$ cat src/rtl/rtype_instr_issuer.sv
// Generic single-clock FIFO with an occupancy count driving full/empty.
// Latency: a word pushed at edge k is visible at pop_dat after edge k.
// Backpressure: the caller must gate push with !full and pop with !empty.
module rtype_issuer_fifo #(
    parameter int WIDTH = 32,
    parameter int DEPTH = 4
) (
    input  logic             clock,
    input  logic             reset_n,
    input  logic             push,
    input  logic [WIDTH-1:0] push_dat,
    input  logic             pop,
    output logic [WIDTH-1:0] pop_dat,
    output logic             full,
    output logic             empty
);
    localparam int AW = $clog2(DEPTH);
    localparam int CW = $clog2(DEPTH + 1);

    logic [WIDTH-1:0] mem [DEPTH];
    logic [AW-1:0]    wr_ptr;
    logic [AW-1:0]    rd_ptr;
    logic [CW-1:0]    count;

    assign full    = (count == CW'(DEPTH));
    assign empty   = (count == '0);
    assign pop_dat = mem[rd_ptr];

    always_ff @(posedge clock) begin
        if (push) begin
            mem[wr_ptr] <= push_dat;
        end
    end

    // Power-of-two depth lets the pointers wrap by plain overflow.
    always_ff @(posedge clock or negedge reset_n) begin
        if (!reset_n) begin
            wr_ptr <= '0;
            rd_ptr <= '0;
            count  <= '0;
        end else begin
            if (push) wr_ptr <= wr_ptr + AW'(1);
            if (pop)  rd_ptr <= rd_ptr + AW'(1);
            case ({push, pop})
                2'b10:   count <= count + CW'(1);
                2'b01:   count <= count - CW'(1);
                default: count <= count;
            endcase
        end
    end
endmodule

// Encodes R-type/andi/ori field sets into MIPS words and issues them spaced by ISSUE_GAP.
// Latency: a word accepted at edge k issues at edge k+1 at the earliest.
// Backpressure: in_ready = !full (no pass-through on a same-cycle pop); stall inhibits issue.
module rtype_instr_issuer #(
    parameter int DEPTH     = 4,
    parameter int ISSUE_GAP = 2
) (
    input  logic        clock,
    input  logic        reset_n,
    input  logic        in_valid,
    output logic        in_ready,
    input  logic [3:0]  op_sel,
    input  logic [4:0]  rs,
    input  logic [4:0]  rt,
    input  logic [4:0]  rd,
    input  logic [15:0] imm,
    input  logic        stall,
    output logic [31:0] instruction,
    output logic        issue,
    output logic        err,
    output logic [15:0] issued_count
);
    localparam int GW = (ISSUE_GAP > 1) ? $clog2(ISSUE_GAP) : 1;

    typedef enum logic [1:0] {
        IDLE    = 2'd0,
        HOLD    = 2'd1,
        STALLED = 2'd2
    } state_t;

    state_t        state;
    state_t        state_nxt;
    logic [GW-1:0] gap_cnt;
    logic [31:0]   enc_word;
    logic          enc_legal;
    logic          accept;
    logic          push;
    logic          issue_fire;
    logic          fifo_full;
    logic          fifo_empty;
    logic [31:0]   head_dat;

    always_comb begin
        enc_word  = '0;
        enc_legal = 1'b1;
        case (op_sel)
            4'd0:  enc_word = {6'h00, rs, rt, rd, 5'd0, 6'h20};
            4'd1:  enc_word = {6'h00, rs, rt, rd, 5'd0, 6'h22};
            4'd2:  enc_word = {6'h00, rs, rt, rd, 5'd0, 6'h24};
            4'd3:  enc_word = {6'h00, rs, rt, rd, 5'd0, 6'h25};
            4'd4:  enc_word = {6'h00, rs, rt, rd, 5'd0, 6'h26};
            4'd5:  enc_word = {6'h00, rs, rt, rd, 5'd0, 6'h27};
            4'd6:  enc_word = {6'h00, rs, rt, rd, 5'd0, 6'h2A};
            4'd7:  enc_word = {6'h00, rs, rt, rd, 5'd0, 6'h2B};
            // Shifts take shamt from imm and leave rs zero.
            4'd8:  enc_word = {6'h00, 5'd0, rt, rd, imm[4:0], 6'h00};
            4'd9:  enc_word = {6'h00, 5'd0, rt, rd, imm[4:0], 6'h02};
            4'd10: enc_word = {6'h0C, rs, rt, imm};
            4'd11: enc_word = {6'h0D, rs, rt, imm};
            default: enc_legal = 1'b0;
        endcase
    end

    assign in_ready   = !fifo_full;
    assign accept     = in_valid && in_ready;
    assign push       = accept && enc_legal;
    assign issue_fire = !fifo_empty && (gap_cnt == '0) && !stall;

    rtype_issuer_fifo #(
        .WIDTH (32),
        .DEPTH (DEPTH)
    ) u_fifo (
        .clock    (clock),
        .reset_n  (reset_n),
        .push     (push),
        .push_dat (enc_word),
        .pop      (issue_fire),
        .pop_dat  (head_dat),
        .full     (fifo_full),
        .empty    (fifo_empty)
    );

    always_ff @(posedge clock or negedge reset_n) begin
        if (!reset_n) begin
            state <= IDLE;
        end else begin
            state <= state_nxt;
        end
    end

    always_comb begin
        state_nxt = state;
        case (state)
            IDLE: begin
                if (issue_fire)             state_nxt = (ISSUE_GAP > 1) ? HOLD : IDLE;
                else if (stall && !fifo_empty) state_nxt = STALLED;
            end
            HOLD: begin
                if (gap_cnt <= GW'(1))      state_nxt = IDLE;
            end
            STALLED: begin
                if (issue_fire)             state_nxt = (ISSUE_GAP > 1) ? HOLD : IDLE;
                else if (!stall)            state_nxt = IDLE;
            end
            default:                        state_nxt = IDLE;
        endcase
    end

    always_ff @(posedge clock or negedge reset_n) begin
        if (!reset_n) begin
            gap_cnt      <= '0;
            instruction  <= '0;
            issue        <= 1'b0;
            err          <= 1'b0;
            issued_count <= '0;
        end else begin
            issue <= issue_fire;
            err   <= accept && !enc_legal;
            if (issue_fire) begin
                gap_cnt      <= GW'(ISSUE_GAP - 1);
                instruction  <= head_dat;
                issued_count <= issued_count + 16'd1;
            end else if (gap_cnt != '0) begin
                gap_cnt <= gap_cnt - GW'(1);
            end
        end
    end
endmodule

$ cat config.mk
export PLATFORM = sky130hd
export DESIGN_NAME = rtype_instr_issuer
export DESIGN_NICKNAME = d
export VERILOG_FILES = /design/src/rtl/rtype_instr_issuer.sv
export SDC_FILE = /design/constraint.sdc
export NUM_CORES = 1
export LEC_CHECK = 0
export CORE_UTILIZATION = 55
export CTS_CLUSTER_SIZE = 24
export DETAILED_ROUTE_END_ITERATION = 7
export GPL_TIMING_DRIVEN = 0
export HOLD_SLACK_MARGIN = 0.12
export MAX_ROUTING_LAYER = met4
export PLACE_DENSITY = 0.8
export SETUP_SLACK_MARGIN = 0.1
export SLEW_MARGIN = 10
export SYNTH_ARGS = -nofsm -noshare
export SYNTH_HDL_FRONTEND = slang
export SYNTH_SLANG_ARGS = --single-unit
$ cat constraint.sdc
create_clock -name clock -period 2.5 [get_ports clock]
set_input_delay 0.5 -clock clock [delete_from_list [all_inputs] [get_ports clock]]
set_output_delay 0.5 -clock clock [all_outputs]
set_load 0.01 [all_outputs]
Word-level counts from Yosys, hierarchy flattened:

Memory sizes are Yosys's and may differ from the RTL's. A register that Yosys moved wholly into a read port is not among the register bits.
Cells that the tools add are included.

* memories kept: 1
* bits of input ports: 39
* output and inout port bits: 51
* logic and storage cells: 51
* flip-flop bits (word level): 58
* RAM bits: 120

* reduce and logical (&&, ||, !) cells: 14
* bitwise operators: 1
* equal/unequal tests: 14
* mux-type cells: 7
* add/subtract/negate cells: 6

Memories
* u_fifo.mem: words 4, bits a word 30, read ports 1, clocked after memory_dff 1, write ports 1, line 20 `logic [WIDTH-1:0] mem [DEPTH];`

Operator list (count)
* case mux 30 bit (12 select lines): 1
* adder 16 x 1 -> 16 bit, second input constant: 1
* == test 4 x 3 -> 1 bit, second input constant: 4
* == test 4 bit, second input constant: 4
* OR reduction 12 bit: 1
* == test 4 x 2 -> 1 bit, second input constant: 2
* case mux 3 bit (2 select lines): 1
* logical AND 1 bit: 5
* logical NOT 1 bit: 5
* 2-to-1 mux 1 bit: 5
* adder 2 x 1 -> 2 bit, second input constant: 2
* == test 4 x 1 -> 1 bit, second input constant: 1
* logical NOT 4 bit: 1
* adder 3 x 1 -> 3 bit, second input constant: 1
* == test 3 bit, second input constant: 1
* logical NOT 3 bit: 1
* subtractor 3 x 1 -> 3 bit, second input constant: 1
* == test 2 x 1 -> 1 bit, second input constant: 1
* == test 2 bit, second input constant: 1
* nonzero test 2 bit: 1
* inverter 1 bit: 1
* subtractor 1 bit, second input constant: 1

Longest topological paths before layout:

* depth in word-level cells: 6
* depth in mapped cells: 11
* mapped depth without buffers: 10

Hierarchy:

From an unflattened synthesis, not the netlist that was laid out.

* cell total of the unflattened synthesis: 402
* area total of the unflattened synthesis: 7415.9 µm²

Modules (own cells, without submodules)
* rtype_issuer_fifo: area each 5063.6 µm², cells an instance 205, sequential area each 4018.9 µm², times used 1
* rtype_instr_issuer: area each 2352.3 µm², cells an instance 197, sequential area each 1251.2 µm², times used 1

Least setup slack after synthesis:

OpenSTA, ideal clock, no wires.

* path type: in2reg
* start point: input stall
* end point: register u_fifo.count[2]
* setup time: 0.079 ns
* arrival time: 2.155 ns
* stages on the path: 10
* path slack: 0.266 ns
* data required time: 2.421 ns
* buffers on the path: 2
* cell sequence: or3_1 > buf_4 > clkinv_4 > buf_4 > ha_1 > inv_1 > fa_1 > xor2_1 > nor2_1 > xor2_1

* longest elaborated chain between the ends: 4
* elaborated cells between the ends (all ways): 6
* classes of those cells: 2 x eq/ne; 1 x mux; 3 x reduce/logical

Ends and longest elaborated chain
* start, declared: line 69 `input logic stall,`
* logical NOT 1 bit *
* logical AND 1 bit *: line 119 `assign issue_fire = !fifo_empty && (gap_cnt == '0) && !stall;`
* net issue_fire: line 90 `logic issue_fire;`
* == test 2 x 1 -> 1 bit or == test 2 bit (tied branches): line 44 `case ({push, pop})`
* case mux 3 bit (2 select lines) or nonzero test 2 bit (tied branches)
* end signal, assigned: line 45 `2'b10: count <= count + CW'(1);`
* end signal, assigned: line 46 `2'b01: count <= count - CW'(1);`
* end signal, assigned: line 47 `default: count <= count;`
* end, declared: line 23 `logic [CW-1:0] count;`

The timed path passes the listed nets; every way through them passes the cells marked *.
A chain may end at the register's enable or synchronous reset.

Final worst setup path:

* start point: register u_fifo.count[0]
* end point: output in_ready

* longest elaborated chain between the ends: 2

Ends and longest elaborated chain
* == test 3 bit: line 25 `assign full = (count == CW'(DEPTH));`
* logical NOT 1 bit: line 116 `assign in_ready = !fifo_full;`
* end, declared: line 63 `output logic in_ready,`

No other way between the ends.

==> summary.txt <==
Initial antenna violation count -> 0
Maximum fanout along the worst path -> 4
Global-route wire length before repair -> 21.2 mm
Setup crit end -> in_ready
CP arrival -> 1780 ps
Hold path depth -> 2
Reg2Reg Depth -> 10
DRT iter0 DRCs -> 315
Worst-path clk slew -> 60 ps
Top Metal Used -> met4
Final setup viols -> 0
WL/cell -> 18.9 um
Skew final -> 11.0 ps
GR Overflow Total -> 0
RePlAce Congestion -> 0.812
Post-Place Cell Area -> 7720 um^2
PwrDens -> 1090 nW/um^2
Die area -> 12,500 um^2
Ys Warns -> 0
Most frequent cells in the layout -> 112 x edfxtp_1, 98 x nand2_1, 85 x clkdlybuf4s50_1, 51 x dfrtp_1, 28 x mux4_2
Clock Tree Root -> clkbuf_16
Combinational share of power -> 29.6%
Gate count of the mapped netlist -> 425
CTS Buf Count -> 17
Via density -> 5.66
Routed wire length -> 13.0 mm
Worst r2r src -> u_fifo.count[0]
Post-synth ARST share -> 32.1%
Final Cycle Share -> 91.2%
Cell Area, Synth -> 6650 um^2
Endpoints failing hold -> 0
Highest Clock Rate -> 0.439 GHz
Lkg Pwr -> 3.21 nW
Fin cells -> 690
Outcome -> finished with violations
HPWL after DPL -> 8.58 mm
Clock sinks -> 165
Global router's overall resource usage -> 23.8%
Post-synthesis cell type count -> 38
Final core occ -> 71.4%
Sequential share of power -> 43.4%
Drt first pass iters -> 6
Post-route design area -> 8300 um^2
Largest net degree at the start of global routing -> 29
Max Cap Viol -> 0
Die X -> 112 um
Ratio of cells with drive above 1 in the final layout -> 15.9%
CP startpoint kind -> flop
Max-Slew Margin vs Limit -> 46.3%
Primary flip-flop cell chosen by synthesis mapping -> edfxtp_1
Ant. Diodes -> 0
Peak VDD IR -> 0.558 mV
I/O Buffers -> 86
Worst R2R Setup Slack -> 260 ps
Violated checks -> design-rule violations
Vias post-DR -> 3,902
CTS tree -> built
Worst setup EP type -> output pin
Post-synth EDFFs -> 112
Reg2Reg Capture Point -> u_fifo.count[2]
Initial Util -> 57.3%
Min Tclk post-route -> 2280 ps
Switching Share -> 29.0%
Clock Tree Buf Depth -> 2
RSZ-0062 raised after global routing -> false
Sequential share of the synthesized area -> 70.5%
Commonest non-fill, non-tap cell in the layout -> edfxtp_1
NumNets Final -> 580
Met3 wire len -> 817 um
Pint -> 0.00643 W
Dpl cells -> 657
Fin. max-slew vios -> 0
Clock share of power -> 27.0%
Mean post-synth cell area -> 15.6 um^2
Worst-skew pair later-pin latency -> 430 ps
Crit Path Class -> flop to output pin
CORE AREA -> 11,600 um^2
H-tree lvl count -> 4
Worst-Margin Slew -> 805 ps
Post-synthesis register bit count -> 165
Post-DRT Antenna Nets -> 0
Psw -> 0.00262 W
Vias in the first global route -> 4,086
Number of I/O pins -> 90
Rows -> 39
Area Growth Syn to Fin -> 24.8%
Critical path startpoint -> u_fifo.count[0]
Crit path required time -> 2000 ps
Worst Hold Class -> flop to flop
Wl on met1 -> 5.40 mm
Die Y -> 112 um
Met2 WL -> 6.63 mm
DRC violations left -> 8
==> flip-flops by register name (all words and copies together), names as in the netlist <==
signal         count
err                1
gap_cnt            1
instruction       28
issued_count      16
u_fifo.count       3
u_fifo.mem       112
u_fifo.rd_ptr      2
u_fifo.wr_ptr      2
==> worst min path at each step <==
stage,end,startpoint,slack (ps)
floorplan,err,reset_n,200
global placement,instruction[15],instruction[15],460
detailed placement,instruction[7],instruction[7],460
CTS,instruction[7],instruction[7],480
global route,issued_count[15],issued_count[15],510
finish,instruction[7],instruction[7],480
==> stage by stage <==
step	power (W)	worst slack (ps)	hold slack, ps	setup TNS (ps)
after global placement	0.00655	-681	460	-92730
after global routing	0.00952	104	509	0
after detailed placement	0.00665	-301	464	-5790
after floorplan	0.00552	266	204	0
after CTS	0.00910	118	479	0
final	0.00905	220	478	0
==> cell families after synthesis <==
logic type      Yosys count  share of synthesized area, %
flops                   165                          70.5
simple gates            146                          10.1
compound gates           20                          2.18
mux                      35                          10.6
fa+ha+maj                 7                          1.43
other cells               1                        0.0564
buf+inv                  30                          2.35
xor+xnor                 21                          2.77
==> synth_stat cells (7+ instances only) <==
cell type	instances	area, um^2
nand2_1	99	372
xor2_1	7	61.3
edfxtp_1	112	3360
xnor2_1	14	123
and2_1	14	87.6
nor2_1	12	45.0
inv_1	8	30.0
dfrtp_1	53	1330
buf_2	7	35.0
buf_4	8	60.1
mux4_2	28	631
==> layer usage <==
layer / vias to the layer above / track usage, %
met3: 21 / 6.04
met4: 0 / 9.51
met2: 142 / 37.3
met1: 1981 / 30.0
li1: 1758 / -
met5: - / -
==> layout make-up <==
class | count | area (um^2)
Sequential cell | 165 | 4690
Fill cell | 763 | 3320
Multi-Input combinational cell | 232 | 1830
Timing Repair Buffer | 89 | 893
Clock buffer | 20 | 437
Tap cell | 143 | 179
Clock inverter | 12 | 113
Buffer | 19 | 106
Inverter | 10 | 45.0
==> worst max-delay path, cell delays in order (launching register included) <==
cell,delay (ps)
dfrtp_2,440
or3b_4,430
clkdlybuf4s50_1,500
==> what timing repair did <==
action                                 CTS  global route
hold buffers                             1             0
setup buffers                            0             1
resized for setup                        0             8
endpoints found under the hold margin   25             0
setup endpoints to repair                0             5
==> power by group through the flow <==
stage	combinational [W]	sequential, W	clock (W)
5_1_grt	0.00294	0.00400	0.00257
3_3_place_gp	0.00262	0.00394	0
4_1_cts	0.00271	0.00393	0.00247
2_1_floorplan	0.00150	0.00402	0
3_5_place_dp	0.00268	0.00397	0
6_report	0.00268	0.00393	0.00244
Power figures use the tool's default switching activity.
==> patch 1, RTL diff (same settings) <==
The parameter `ISSUE_GAP` goes from 2 to 4.
--- a/src/rtl/rtype_instr_issuer.sv
+++ b/src/rtl/rtype_instr_issuer.sv
@@ -57,3 +57,3 @@
     parameter int DEPTH     = 4,
-    parameter int ISSUE_GAP = 2
+    parameter int ISSUE_GAP = 4
 ) (
Behaviour: not the same (a bounded check fails within 10 cycles, from zero or initial values and one cycle with reset_n low).
==> patch 1 against the unedited design <==
- synthesized area rose by 2.4%
- sequential cell count rose by 2
- count of clock-buffer cells in the layout fell by 3
- first-iteration DRC count fell by 33%
- cell area rose by 3.2%
- total power rose by 3.7%
- combinational power rose by 8.2%
- worst setup slack got worse by 49 ps
- final cell count fell by 1.4%
- routed wire length fell by 0.88%
==> patch 1: results (changes against the unedited design) <==
| Metric | Value |
|---|---|
| FILL cells | 732 (-4.1%) |
| Non-Filler Instances | 680 (-1.4%) |
| Pin count of the biggest net entering global routing | 56 (+93%) |
| Root buf cell | clkbuf_16 |
| Placement Setup Slack | -256 ps (+45.8 ps) |
| # resized after CTS | 11 (+11) |
| EDFF count, synth | 112 (unchanged) |
| Synth top cells by count | edfxtp_1, dfrtp_1, mux4_2 |
| Via count | 3693 (-5.4%) |
| Top flop regs | u_fifo.mem (112), instruction (28), issued_count (16) |
| Status | finished, final reports clean |
| R2r worst-path depth | 10 (unchanged) |
| Hold slack | 138 ps (-340 ps) |
| Antenna violations before repair | 0 (unchanged) |
| Mux cell area share after synthesis | 15.8% (+5.2 points) |
| Hpwl dp | 8030 um (-6.3%) |
| First-pass detailed-route iteration total | 5 (-1) |
| Worst Hold Class | in2async |
| Max Buffers Root-to-Sink | 2 (unchanged) |
| Reg2Reg Setup Slack | 250 ps |
| Fin nets | 546 (-5.9%) |
| Cell variety after synth | 37 (-2.6%) |
| H-tree levels | 4 (unchanged) |
| R2R Path End | u_fifo.count[2] |
| Clock Skews | 7.13 ps (-3.91 ps) |
| # diodes | 0 (unchanged) |
| VDD IR-drop max | 598 uV (+7.3%) |
| Lkg Pwr | 3.20 nW (-0.20%) |
| Worst-path clk slew | 60 ps (about the same) |
| Final WL | 12900 um (-0.88%) |
| Vias in the first global route | 3964 (-3.0%) |
| I/O Buffers | 86 (unchanged) |
| Post-CTS setup buffer count | 1 (+1) |
| RR Startpoint | u_fifo.count[1] |
| Adder-Cell Fraction of Synth Area | 1.58% (+0.15 points) |
| Critical-path maximum fanout | 4 (unchanged) |
| FFs w/ async S/R, synth | 32.9% (+0.81 points) |
| GR Util All Layers | 23.2% (-0.66 points) |
| Post-synthesis xor/xnor area fraction | 2.83% (+0.065 points) |
| Synth area leaders | edfxtp_1, dfrtp_1, mux4_2, mux2_2, mux2_4 |
| Grt met3 use | 5.03% (-1.0 points) |
| Yosys warnings | 0 (unchanged) |
| Placed inst area | 7890 um^2 (+2.2%) |
| Worst slew pin tran | 817 ps (+12.4 ps) |
| Worst-Skew Late Latency | 420 ps |
| Layout cell share with drive strength beyond 1 | 23.8% (+7.9 points) |
| Total CTS buffers | 17 (unchanged) |
| M2 GR Usage | 36.3% (-1.0 points) |
| Placed cells | 644 (-2.0%) |
| First-pass GRT wire length | 20900 um (-1.4%) |
| Fin area | 8560 um^2 (+3.2%) |
| Met1 Resource Use GR | 29.7% (-0.37 points) |
| Syn Area/Cell | 17.5 um^2 (+12%) |
| Synth Area in Compound Gates | 1.82% (-0.36 points) |
| First DRT Iteration DRCs | 212 (-33%) |
| RePlAce Congestion | 0.819 (+0.86%) |
| Seq/Total Area, Yosys | 69.6% (-0.90 points) |
[patch 1: changes by cell type after synthesis, sizes merged, moves of 6 or more]
cell,change
mux2,+29
nand2,-83
xor2,+7
xnor2,-6
a22oi,-6
nor2b,+7
and3,-6
[patch 1: where the power goes]
part	internal, W	total (W)	switching (W)
sequential	0.00365	0.00395	0.000302
combinational	0.00165	0.00290	0.00125
clock	0.00147	0.00254	0.00107
total	0.00677	0.00939	0.00262
[patch 1: cell families (layout without fill, tap and decap cells)]
group | after synthesis | in the layout
DFF | 167 | 167
and+or+nand+nor | 76 | 76
muxes | 64 | 64
buffers and inverters | 31 | 153
xor gates and xnor gates | 22 | 22
AOI/OAI and AO/OA | 19 | 19
adders and majority gates | 8 | 8
other | 1 | 3
[patch 1: routing by layer]
layer | wire, um | part of all wire, %
met2 | 6440 | 50
met4 | 263 | 2.0
met3 | 670 | 5.2
met1 | 5560 | 43
met5 | 0 | 0
[patch 1: worst max-delay path by stage]
stage / from / to / slack, ps / depth (start not counted)
after CTS: u_fifo.count[0] / u_fifo.count[2] / 120 / 10
after detailed placement: stall / u_fifo.count[2] / -260 / 11
final: u_fifo.count[1] / in_ready / 170 / 2
after global routing: u_fifo.count[0] / u_fifo.count[2] / 110 / 10
after floorplan: gap_cnt[0] / u_fifo.count[2] / 280 / 12
after global placement: reset_n / u_fifo.count[2] / -960 / 1
[patch 1: layout make-up]
cell class,count,area share (%)
tap,168,2.46
inverter,12,0.526
clock inverter,15,1.83
sequential,167,55.4
timing repair buffer,90,10.4
multi-input combinational,192,22.9
buffer,19,1.56
clock buffer,17,4.97
[patch 1: worst max-delay path, stage by stage, from the launching register on]
cell	delay [ps]
dfrtp_1	400
or3b_2	500
clkdlybuf4s50_1	500
==> patch 2, RTL diff (same flow settings) <==
Without the edit above. The output `err` loses its register stage (`err` becomes a continuous assignment).
--- a/src/rtl/rtype_instr_issuer.sv
+++ b/src/rtl/rtype_instr_issuer.sv
@@ -165,3 +165,2 @@
             issue        <= 1'b0;
-            err          <= 1'b0;
             issued_count <= '0;
@@ -169,3 +168,2 @@
             issue <= issue_fire;
-            err   <= accept && !enc_legal;
             if (issue_fire) begin
@@ -179,2 +177,4 @@
     end
+
+    assign err = accept && !enc_legal;
 endmodule
Check against the original RTL: not equivalent (a bounded check fails within 4 cycles, from zero or initial values and one cycle with reset_n low).
==> patch 2 against the unedited design <==
- the run still ends with design-rule violations left
- core utilization up 0.60 points
- routed wire length up 1.6%
- combinational power about the same
- synthesized cell count down 0.24%
- critical path depth up 3
- synthesized area down 0.38%
- sequential cell count down 1
- fmax down 1.8%
- worst setup slack worse by 43 ps
- total power up 2.6%
- cell area up 0.42%
==> patch 2: results (changes against the unedited design) <==
| Metric | Value |
|---|---|
| RePlAce Congestion | 0.779 (-4.1%) |
| Placed inst area | 7700 um^2 (-0.23%) |
| Vias in the first global route | 3991 (-2.3%) |
| CP delay by family, top | buffers and inverters |
| Synth top cells by count | edfxtp_1, nand2_1, dfrtp_1 |
| Post-synth top flop | edfxtp_1 |
| # diodes | 0 (unchanged) |
| R2r worst-path depth | 10 (unchanged) |
| Layout cell share with drive strength beyond 1 | 16.5% (+0.64 points) |
| First-pass detailed-route iteration total | 7 (+1) |
| Antenna violations before repair | 0 (unchanged) |
| Cell variety after synth | 38 (unchanged) |
| Max Buffers Root-to-Sink | 2 (unchanged) |
| GR Util All Layers | 23.5% (-0.34 points) |
| R2R Path End | u_fifo.count[2] |
| Pin count of the biggest net entering global routing | 36 (+24%) |
| First-pass GRT wire length | 20800 um (-2.0%) |
| Top flop regs | u_fifo.mem (112), instruction (28), issued_count (16) |
| Worst Hold Class | in2async |
| Worst-path clk slew | 60 ps (about the same) |
| Placement Setup Slack | -510 ps (-208 ps) |
| Critical Path Start | op_sel[1] |
| Status | finished, violations left |
| Synth area leaders | edfxtp_1, dfrtp_1, mux4_2, nand2_1, xnor2_1 |
| Fin nets | 577 (-0.52%) |
| DRC viols | 6 (-2) |
| Failing checks | design-rule violations |
| Worst-Skew Late Latency | 430 ps (about the same) |
| Root buf cell | clkbuf_16 |
| Critical-path maximum fanout | 10 (+6) |
| First DRT Iteration DRCs | 275 (-13%) |
| Yosys warnings | 0 (unchanged) |
| EDFF count, synth | 112 (unchanged) |
| Seq/Total Area, Yosys | 70.4% (-0.11 points) |
| Lkg Pwr | 3.25 nW (+1.4%) |
| I/O Buffers | 86 (unchanged) |
| Reg2Reg Setup Slack | 230 ps (-30 ps) |
| Final WL | 13300 um (+1.6%) |
| CP max-delay cell | clkdlybuf4s50_1 |
| VDD IR-drop max | 757 uV (+36%) |
| Via count | 3857 (-1.2%) |
| Clock Skews | 6.88 ps (-4.16 ps) |
| CP peak stage delay | 540 ps (+40 ps) |
| Post-CTS setup buffer count | 0 (unchanged) |
| FILL cells | 756 (-0.92%) |
| FFs w/ async S/R, synth | 31.7% (-0.41 points) |
| Worst slew pin tran | 870 ps (+65.1 ps) |
| Hpwl dp | 8650 um (+0.92%) |
| RR Startpoint | u_fifo.count[0] |
| # resized after CTS | 8 (+8) |
| Data arrival, critical path | 2490 ps (+710 ps) |
| Total CTS buffers | 17 (unchanged) |
| H-tree levels | 4 (unchanged) |
patch 2: cell types whose count changed in the layout (fill, tap and decap cells not counted), moves of 2 or more:
cell	before	now
clkinv_4	0	4
bufinv_16	2	4
dlymetal6s2s_1	0	2
nand2_2	0	2
clkinv_1	5	2
clkbuf_1	6	3
clkdlybuf4s50_1	85	82
patch 2: cell families after synthesis:
logic type / Yosys count / synth area share [%]
flip-flops: 164 / 70.4
AND/OR/NAND/NOR: 146 / 10.2
multiplexers: 35 / 10.6
buffers and inverters: 30 / 2.36
XOR/XNOR: 21 / 2.78
AO/OA/AOI/OAI: 20 / 2.19
adder cells (fa/ha/maj): 7 / 1.44
other: 1 / 0.0566
patch 2: worst max path at each step:
| stage | endpoint | slack (ps) | cells after the start |
|---|---|---|---|
| after floorplan | u_fifo.count[2] | 270 | 10 |
| after global placement | instruction[0] | -730 | 1 |
| after detailed placement | err | -510 | 5 |
| after CTS | err | 60 | 4 |
| after global routing | u_fifo.count[2] | 110 | 10 |
| final | u_fifo.mem[3][1] | 180 | 5 |
patch 2: metal layers:
metal	vias up	routed length, um	track usage [%]
met2	165	6800	38.3
met3	22	968	5.93
li1	1752	-	-
met4	0	212	7.75
met1	1918	5280	28.8
met5	-	0	-
patch 2: area by class of cell:
type / count / area share [%]
Sequential cell: 164 / 56.0
Multi-Input combinational cell: 232 / 21.9
Timing Repair Buffer: 87 / 10.6
Clock buffer: 18 / 5.15
Clock inverter: 14 / 2.25
Tap cell: 143 / 2.15
Buffer: 19 / 1.40
Inverter: 10 / 0.511
patch 2: through the flow:
step	total power [W]	instances	hold slack [ps]	utilization, %
floorplan	0.00551	426	204	-
global placement	0.00654	655	463	66.3
detailed placement	0.00666	656	461	66.6
CTS	0.00936	687	210	72.0
global route	0.00969	687	258	72.0
finish	0.00928	687	192	72.0
patch 2: power by group:
part	internal [W]	switching, W
logic	0.00136	0.00132
registers	0.00358	0.000320
clock network	0.00166	0.00103
